**config.mk**
```make
export PLATFORM = sky130hd
export DESIGN_NAME = montador_linha
export DESIGN_NICKNAME = d
export VERILOG_FILES = /design/src/rtl/montador_linha.sv
export SDC_FILE = /design/constraint.sdc
export NUM_CORES = 2
export LEC_CHECK = 0
export BUFFER_PORTS_ARGS = -buffer_cell sky130_fd_sc_hd__buf_2
export CORE_MARGIN = 2
export CORE_UTILIZATION = 54
export CTS_CLUSTER_DIAMETER = 80
export DETAILED_ROUTE_END_ITERATION = 8
export GPL_TIMING_DRIVEN = 0
export HOLD_SLACK_MARGIN = 0.06
export MAX_ROUTING_LAYER = met4
export PLACE_DENSITY = 0.74
export SYNTH_ARGS = -nofsm -noshare
export SYNTH_HDL_FRONTEND = slang
export SYNTH_SLANG_ARGS = --single-unit
```
**constraint.sdc**
```tcl
create_clock -name clk -period 44.8 [get_ports clk]
set_clock_uncertainty 0.15 [all_clocks]
set_input_delay 0 -clock clk [delete_from_list [all_inputs] [get_ports clk]]
set_output_delay 0 -clock clk [all_outputs]
set_load 0.005 [all_outputs]
```
**src/rtl/montador_linha.sv**
```systemverilog
// montador_linha: assembles a stream of words into cache lines for the hashing
// core. One assembly slot plus one output slot, so a new line can be built
// while the core stalls the previous one with trava.
module montador_linha #(
    parameter int TAM_PALAVRA        = 64,
    parameter int PALAVRAS_POR_LINHA = 8,
    parameter int TAM_ENDERECO       = 64
) (
    input  logic                                       clk,
    input  logic                                       rst,
    input  logic [TAM_PALAVRA-1:0]                     palavra_in,
    input  logic [TAM_ENDERECO-1:0]                    endereco_in,
    input  logic                                       palavra_valida,
    output logic                                       palavra_pronta,
    input  logic                                       trava,
    output logic [TAM_PALAVRA*PALAVRAS_POR_LINHA-1:0]  linha_cache,
    output logic [TAM_ENDERECO-1:0]                    endereco,
    output logic                                       linha_valida,
    output logic                                       erro_alinhamento,
    output logic [31:0]                                linhas_enviadas
);

    localparam int TAM_LINHA  = TAM_PALAVRA * PALAVRAS_POR_LINHA;
    localparam int TAM_CNT    = $clog2(PALAVRAS_POR_LINHA);
    localparam int BITS_ALINH = $clog2(TAM_LINHA / 8);
    localparam logic [TAM_CNT-1:0] ULTIMA = TAM_CNT'(PALAVRAS_POR_LINHA - 1);

    typedef enum logic {MONTANDO, CHEIA} estado_t;

    estado_t                 estado, prox_estado;
    logic [TAM_CNT-1:0]      cnt, prox_cnt;
    logic [TAM_LINHA-1:0]    buf_linha, linha_montada;
    logic [TAM_ENDERECO-1:0] buf_end, end_montado;
    logic                    transf, retirada;
    logic                    carrega_nova, carrega_pend;

    assign palavra_pronta = (estado == MONTANDO);
    assign transf         = palavra_valida && palavra_pronta;
    assign retirada       = linha_valida && !trava;

    // Assembly buffer with the current word merged in; feeds both the buffer
    // and the direct path to the output slot when the last word arrives.
    always_comb begin
        linha_montada = buf_linha;
        linha_montada[cnt*TAM_PALAVRA +: TAM_PALAVRA] = palavra_in;
        end_montado = (cnt == '0) ? endereco_in : buf_end;
    end

    // Next-state logic: count words, decide whether a finished line goes
    // straight out or waits in CHEIA for the output slot to be taken.
    always_comb begin
        prox_estado  = estado;
        prox_cnt     = cnt;
        carrega_nova = 1'b0;
        carrega_pend = 1'b0;
        case (estado)
            MONTANDO: begin
                if (transf) begin
                    if (cnt == ULTIMA) begin
                        prox_cnt = '0;
                        if (!linha_valida || retirada)
                            carrega_nova = 1'b1;
                        else
                            prox_estado = CHEIA;
                    end else begin
                        prox_cnt = cnt + 1'b1;
                    end
                end
            end
            CHEIA: begin
                if (retirada) begin
                    carrega_pend = 1'b1;
                    prox_estado  = MONTANDO;
                end
            end
            default: prox_estado = MONTANDO;
        endcase
    end

    // State and word-counter register.
    always_ff @(posedge clk or posedge rst) begin
        if (rst) begin
            estado <= MONTANDO;
            cnt    <= '0;
        end else begin
            estado <= prox_estado;
            cnt    <= prox_cnt;
        end
    end

    // Assembly slot: store every accepted word; latch the base address on word 0.
    always_ff @(posedge clk or posedge rst) begin
        if (rst) begin
            buf_linha <= '0;
            buf_end   <= '0;
        end else if (transf) begin
            buf_linha <= linha_montada;
            buf_end   <= end_montado;
        end
    end

    // Output slot: loaded only with a new line, so it is stable while stalled.
    always_ff @(posedge clk or posedge rst) begin
        if (rst) begin
            linha_cache  <= '0;
            endereco     <= '0;
            linha_valida <= 1'b0;
        end else if (carrega_nova) begin
            linha_cache  <= linha_montada;
            endereco     <= end_montado;
            linha_valida <= 1'b1;
        end else if (carrega_pend) begin
            linha_cache  <= buf_linha;
            endereco     <= buf_end;
            linha_valida <= 1'b1;
        end else if (retirada) begin
            linha_valida <= 1'b0;
        end
    end

    // Count of lines taken by the core; wraps naturally.
    always_ff @(posedge clk or posedge rst) begin
        if (rst)
            linhas_enviadas <= '0;
        else if (retirada)
            linhas_enviadas <= linhas_enviadas + 32'd1;
    end

    // Sticky misalignment flag, checked on the word-0 address.
    always_ff @(posedge clk or posedge rst) begin
        if (rst)
            erro_alinhamento <= 1'b0;
        else if (transf && cnt == '0 && endereco_in[BITS_ALINH-1:0] != '0)
            erro_alinhamento <= 1'b1;
    end

endmodule

```
* Yosys cells after proc, flatten, opt, wreduce, memory -nomap -nowiden
Cells that the tools add are included.
Operators by class: bitwise gates (word level) 1, reductions and logical operators 12, multiplexer cells 21, add/sub/neg operators 3, equality and inequality tests 1, shifts and indexed selects 2
Operator list (count):
- $mux W512 | 2
- $bwmux W512 | 1
- $shift A64 B34 Y512 const A | 1
- $shiftx A64 B34 Y512 | 1
- $mux W64 | 3
- $neg A9 Y34 | 1
- $add A32 B1 Y32 const B | 1
- $mux W1 | 13
- $reduce_bool A6 Y1 | 1
- $logic_and A1 B1 Y1 | 4
- $add A3 B1 Y3 const B | 1
- $eq A3 B3 Y1 const B | 1
- $logic_not A3 Y1 | 1
- $mux W3 | 1
- $reduce_bool A3 Y1 | 1
- $logic_not A1 Y1 | 2
- $pmux W1 S2 | 1
- $reduce_and A2 Y1 | 1
- $reduce_bool A2 Y1 | 1
- $logic_or A1 B1 Y1 | 1
- $not A1 Y1 | 1
Storage, ports and cells: register bits after elaboration 1190, input port bits 132, logic and storage cells 49

* Longest topological paths before layout
depth in word-level cells 8, depth in mapped cells 13, depth with buffers taken out 7

* Worst setup path before layout
Ideal clock, no wire load.
kind reg2reg, start register cnt[0], end register linha_cache[271], library setup time 126 ps, cell stages (with the launch flop) 12, arrival time 2664 ps, path slack 41860 ps, path buffers 5, clock period less this slack 2940 ps, data required time 44524 ps, cells stage by stage dfrtp_1 > buf_2 > buf_2 > inv_1 > ha_1 > ha_1 > clkbuf_1 > or4_4 > a31o_1 > buf_6 > buf_6 > a221o_1
On the way: longest elaborated chain between the ends 5, elaborated cells on any way between the ends 10, classes of those cells 1 x add/sub; 1 x eq/ne; 2 x shift; 5 x mux; 1 x reduce/logical
Ends and longest elaborated chain:
- start: declaration | line 31 | logic [TAM_CNT-1:0] cnt, prox_cnt;
- start signal: assignment | line 87 | cnt <= prox_cnt;
- branches (longest 5 deep; another with $neg A9 Y34)
- end signal: assignment | line 109 | linha_cache <= linha_montada;
- end signal: assignment | line 113 | linha_cache <= buf_linha;
- end: declaration | line 16 | output logic [TAM_PALAVRA*PALAVRAS_POR_LINHA-1:0] linha_cache,
Several ways; the timed one is not identified. A chain may end at the register's enable or synchronous reset.

* Worst setup path after layout
start register cnt[0], end register linha_cache[311]
Same word-level chain as after synthesis.

==> metrics.csv <==
stage;metric;value;unit
run_status;status;completed;
floorplan;core;0.0901;mm²
critical_path;critPathArrivalTime;5480;ps
global_routing;grt_pass1_wl;297;mm
floorplan;chipWidth;306;µm
yosys;synthArstFlopShare;100;%
power_and_ir_drop;p_comb_share;4.8;%
power_and_ir_drop;p_int;1.73;mW
cts;cts_root_buf;clkbuf_16;
cts;clkLatencyLatePin;750;ps
sta;relSlewSlack;1.64;%
critical_path;startpoint_type;flop;
global_routing;grt_pass1_vias;45400;
yosys;synth_seq_cells;1190;
sta;worst_slack;39860;ps
yosys;synth_top_family_by_area;simple AND/OR/NAND/NOR gates;
yosys;syn_inst;5023;
floorplan;die_area;0.0937;mm²
yosys;synth_xor_area_share;0.551;%
critical_path;cp.depth;12;
yosys;yosys_warnings;0;
placement;dp_hpwl;146;mm
critical_path;required;45350;ps
yosys;syn_avg_cell_area;9.81;µm²
power_and_ir_drop;irDropWorstVdd;40.7;µV
yosys;ys_seq_area_share;60.4;%
critical_path;cp_slowest_stage_delay;940;ps
global_routing;grt_overflow_total;0;
cts;clkSlewWorstSetupHoldPaths;60;ps
yosys;mappedNetlistArea;0.0493;mm²
detailed_routing;vias_per_cell;6.23;
cts;cts_buffer_depth;3;
yosys;synth-edff-count;0;
cts;cts_tree;done;
cts;numCtsBuffers;130;
placement;pre_cts_ws;40670;ps
power_and_ir_drop;p_sw_share;23.5;%
min_path;hold-path-cell-count;3;
min_path;hp-class;in -> reg;
detailed_routing;routedWlPerCell;27.6;µm
power_and_ir_drop;seqPwrFrac;47.4;%
final_layout;areaGrowthSynthToFinish;24.7;%
final_layout;final_cell_mix;dfrtp_1, nand2_1, buf_2;
final_layout;drive_above_1_share;19.1;%
critical_path;cp_slowest_cell;nor3_2;
detailed_routing;antenna_left;0;
floorplan;die_h;306;µm
detailed_routing;vias;46300;
critical_path;critical_path_peak_fanout;10;
detailed_routing;drc;0;
sta;rsz0062_at_grt;no;
yosys;synth_compound_area_share;14.3;%
detailed_routing;first_iter_violations;6086;
floorplan;initial_core_util;54.6;%
critical_path;cpMostUsedCell;buf_2;
run;max_cap_viol_count;0;
power_and_ir_drop;p_switching;0.533;mW
final_layout;final.fill_count;7069;
yosys;yosys.area_share.simple;16.8;%
sta;max_freq;0.203;GHz
critical_path;setup.worst_path.end_class;flop;
sta;slew_violations;0;
yosys;muxShareOfSynthArea;2.93;%
cts;cts_sinks;1190;
power_and_ir_drop;cellPowerDensity;36.9;mW/mm²
detailed_routing;dr.pass1.iters;7;
final_layout;regArea;0.0298;mm²
final_layout;num-nets-final;6278;
power_and_ir_drop;finalPower;2.27;mW
placement;io_buffer_count;725;
critical_path;worstPathCellList;buf_2 -> buf_2 -> inv_1 -> ha_1 -> ha_1 -> clkbuf_1 -> nor3_2 -> inv_1 -> nor3_2 -> buf_2 -> a221o_1 -> dlygate4sd3_1;
cts;htree_levels;4;
critical_path;path_class;reg -> reg;
final_layout;layout_commonest_cell;dfrtp_1;
yosys;netlist-cell-type-count;52;
power_and_ir_drop;p_clk_share;47.8;%
power_and_ir_drop;leakage;29.6;nW
global_routing;antenna_found_initial;15;
placement;place_congestion;0.978;
sta;setup_viol;0;
global_routing;grt_max_degree;128;
sta;hold_viol;0;
global_routing;track_usage;44.8;%
critical_path;cp_top_family;buffers and inverters;
sta;fin_crit_sh;11.0;%
final_layout;multi_input_area;0.0171;mm²
detailed_routing;wl;205;mm
yosys;synth-adder-area-share;0.203;%
sta;layout_min_cycle_time;4940;ps
critical_path;reg2regPathDepth;12;
critical_path;cp_num_buf_inv;7;
floorplan;ioPinCount;743;
cts;post-cts-setup-buffer-count;0;
floorplan;rows;110;
yosys;synthFlopType;dfrtp_1;
yosys;synth_nets;5163;
sta;worstMarginPinSlew;1480;ps
cts;ctsResizeCount;0;
==> registers in the layout, indices dropped and copies added (netlist names) <==
name / flops
linhas_enviadas: 32
linha_cache: 512
endereco: 64
buf_end: 64
estado: 1
cnt: 3
buf_linha: 512
erro_alinhamento: 1
linha_valida: 1
==> kinds of logic after synthesis <==
kind of cell	Yosys count
buffers and inverters	571
AND/OR/NAND/NOR	1977
adder cells (fa/ha/maj)	8
XOR/XNOR	31
flip-flops	1190
multiplexers	128
AO/OA/AOI/OAI	1118
==> timing repair <==
item                                    4_1_cts  5_1_grt
hold buffers                                248        0
endpoints found under the setup margin        0        0
hold endpoints to repair                   1160        0
==> final timing paths <==
check | from | end | slack, ps
worst max-delay path | cnt[0] | linha_cache[311] | 39860
worst min-delay path | palavra_in[29] | linha_cache[285] | 110
worst min register to register | buf_end[26] | endereco[26] | 320
min in group asynchronous | rst | linha_cache[222] | 300
worst max register to register | cnt[0] | linha_cache[311] | 39860
max in group asynchronous | rst | linha_cache[118] | 41510
==> metal layers <==
layer | routed length [µm] | GRT usage, % | vias up
met5 | 0 | - | -
met4 | 17900 | 32.7 | 0
met3 | 25200 | 14.1 | 769
met2 | 89400 | 64.3 | 3034
met1 | 72400 | 53.5 | 23000
li1 | - | - | 19500
==> worst min-delay path, cell delays in order <==
cell and delay [ps]:
dlygate4sd3_1 530, buf_2 250, a221o_1 180
==> cell type report <==
| type | count | area share (%) |
|---|---|---|
| flip-flops and latches | 1190 | 48.5 |
| repair buffers | 983 | 10.4 |
| plain buffers | 461 | 3.13 |
| multi-input cells | 3262 | 27.9 |
| clock buffers | 193 | 6.36 |
| well taps | 1176 | 2.40 |
| inverters | 110 | 0.685 |
| clock inverters | 32 | 0.516 |
| diodes | 22 | 0.0897 |
==> through the flow <==
stage / utilization (%) / TNS (ps) / hold WS (ps) / area [µm²] / cells
floorplan: - / 0 / -21.9 / 49300 / 5023
global route: 68.1 / 0 / 119 / 61400 / 7421
CTS: 68.1 / 0 / 74.5 / 61400 / 7407
finish: 68.1 / 0 / 108 / 61400 / 7429
global placement: 60.3 / -1886640 / 77.2 / 54400 / 6924
detailed placement: 60.6 / 0 / -73.6 / 54600 / 6934
==> power groups by stage <==
stage	logic [mW]	clock network, mW	registers (mW)
final	0.109	1.08	1.08
after global routing	0.115	1.12	1.07
after CTS	0.106	1.08	1.08
after detailed placement	0.0883	0	1.09
after global placement	0.0844	0	1.10
after floorplan	0.0427	0	1.10
==> synth_stat cells (all sizes together), types with 6 or more instances <==
library cell	instances	area [µm²]
mux2	128	1440
o22ai	58	363
o21ai	471	2360
and3	11	68.8
dfrtp	1190	29800
nand2	1074	4030
a221oi	32	362
a21oi	60	304
buf	135	698
xnor2	26	228
a22oi	69	518
ha	8	100
inv	110	413
a31oi	298	1860
clkbuf	326	1220
nor3	6	40.0
and2	36	225
nand3	315	1580
nand2b	67	419
a221o	118	1180
nand4	12	75.1
nor2	424	1590
(Power assumes the default switching activity.)
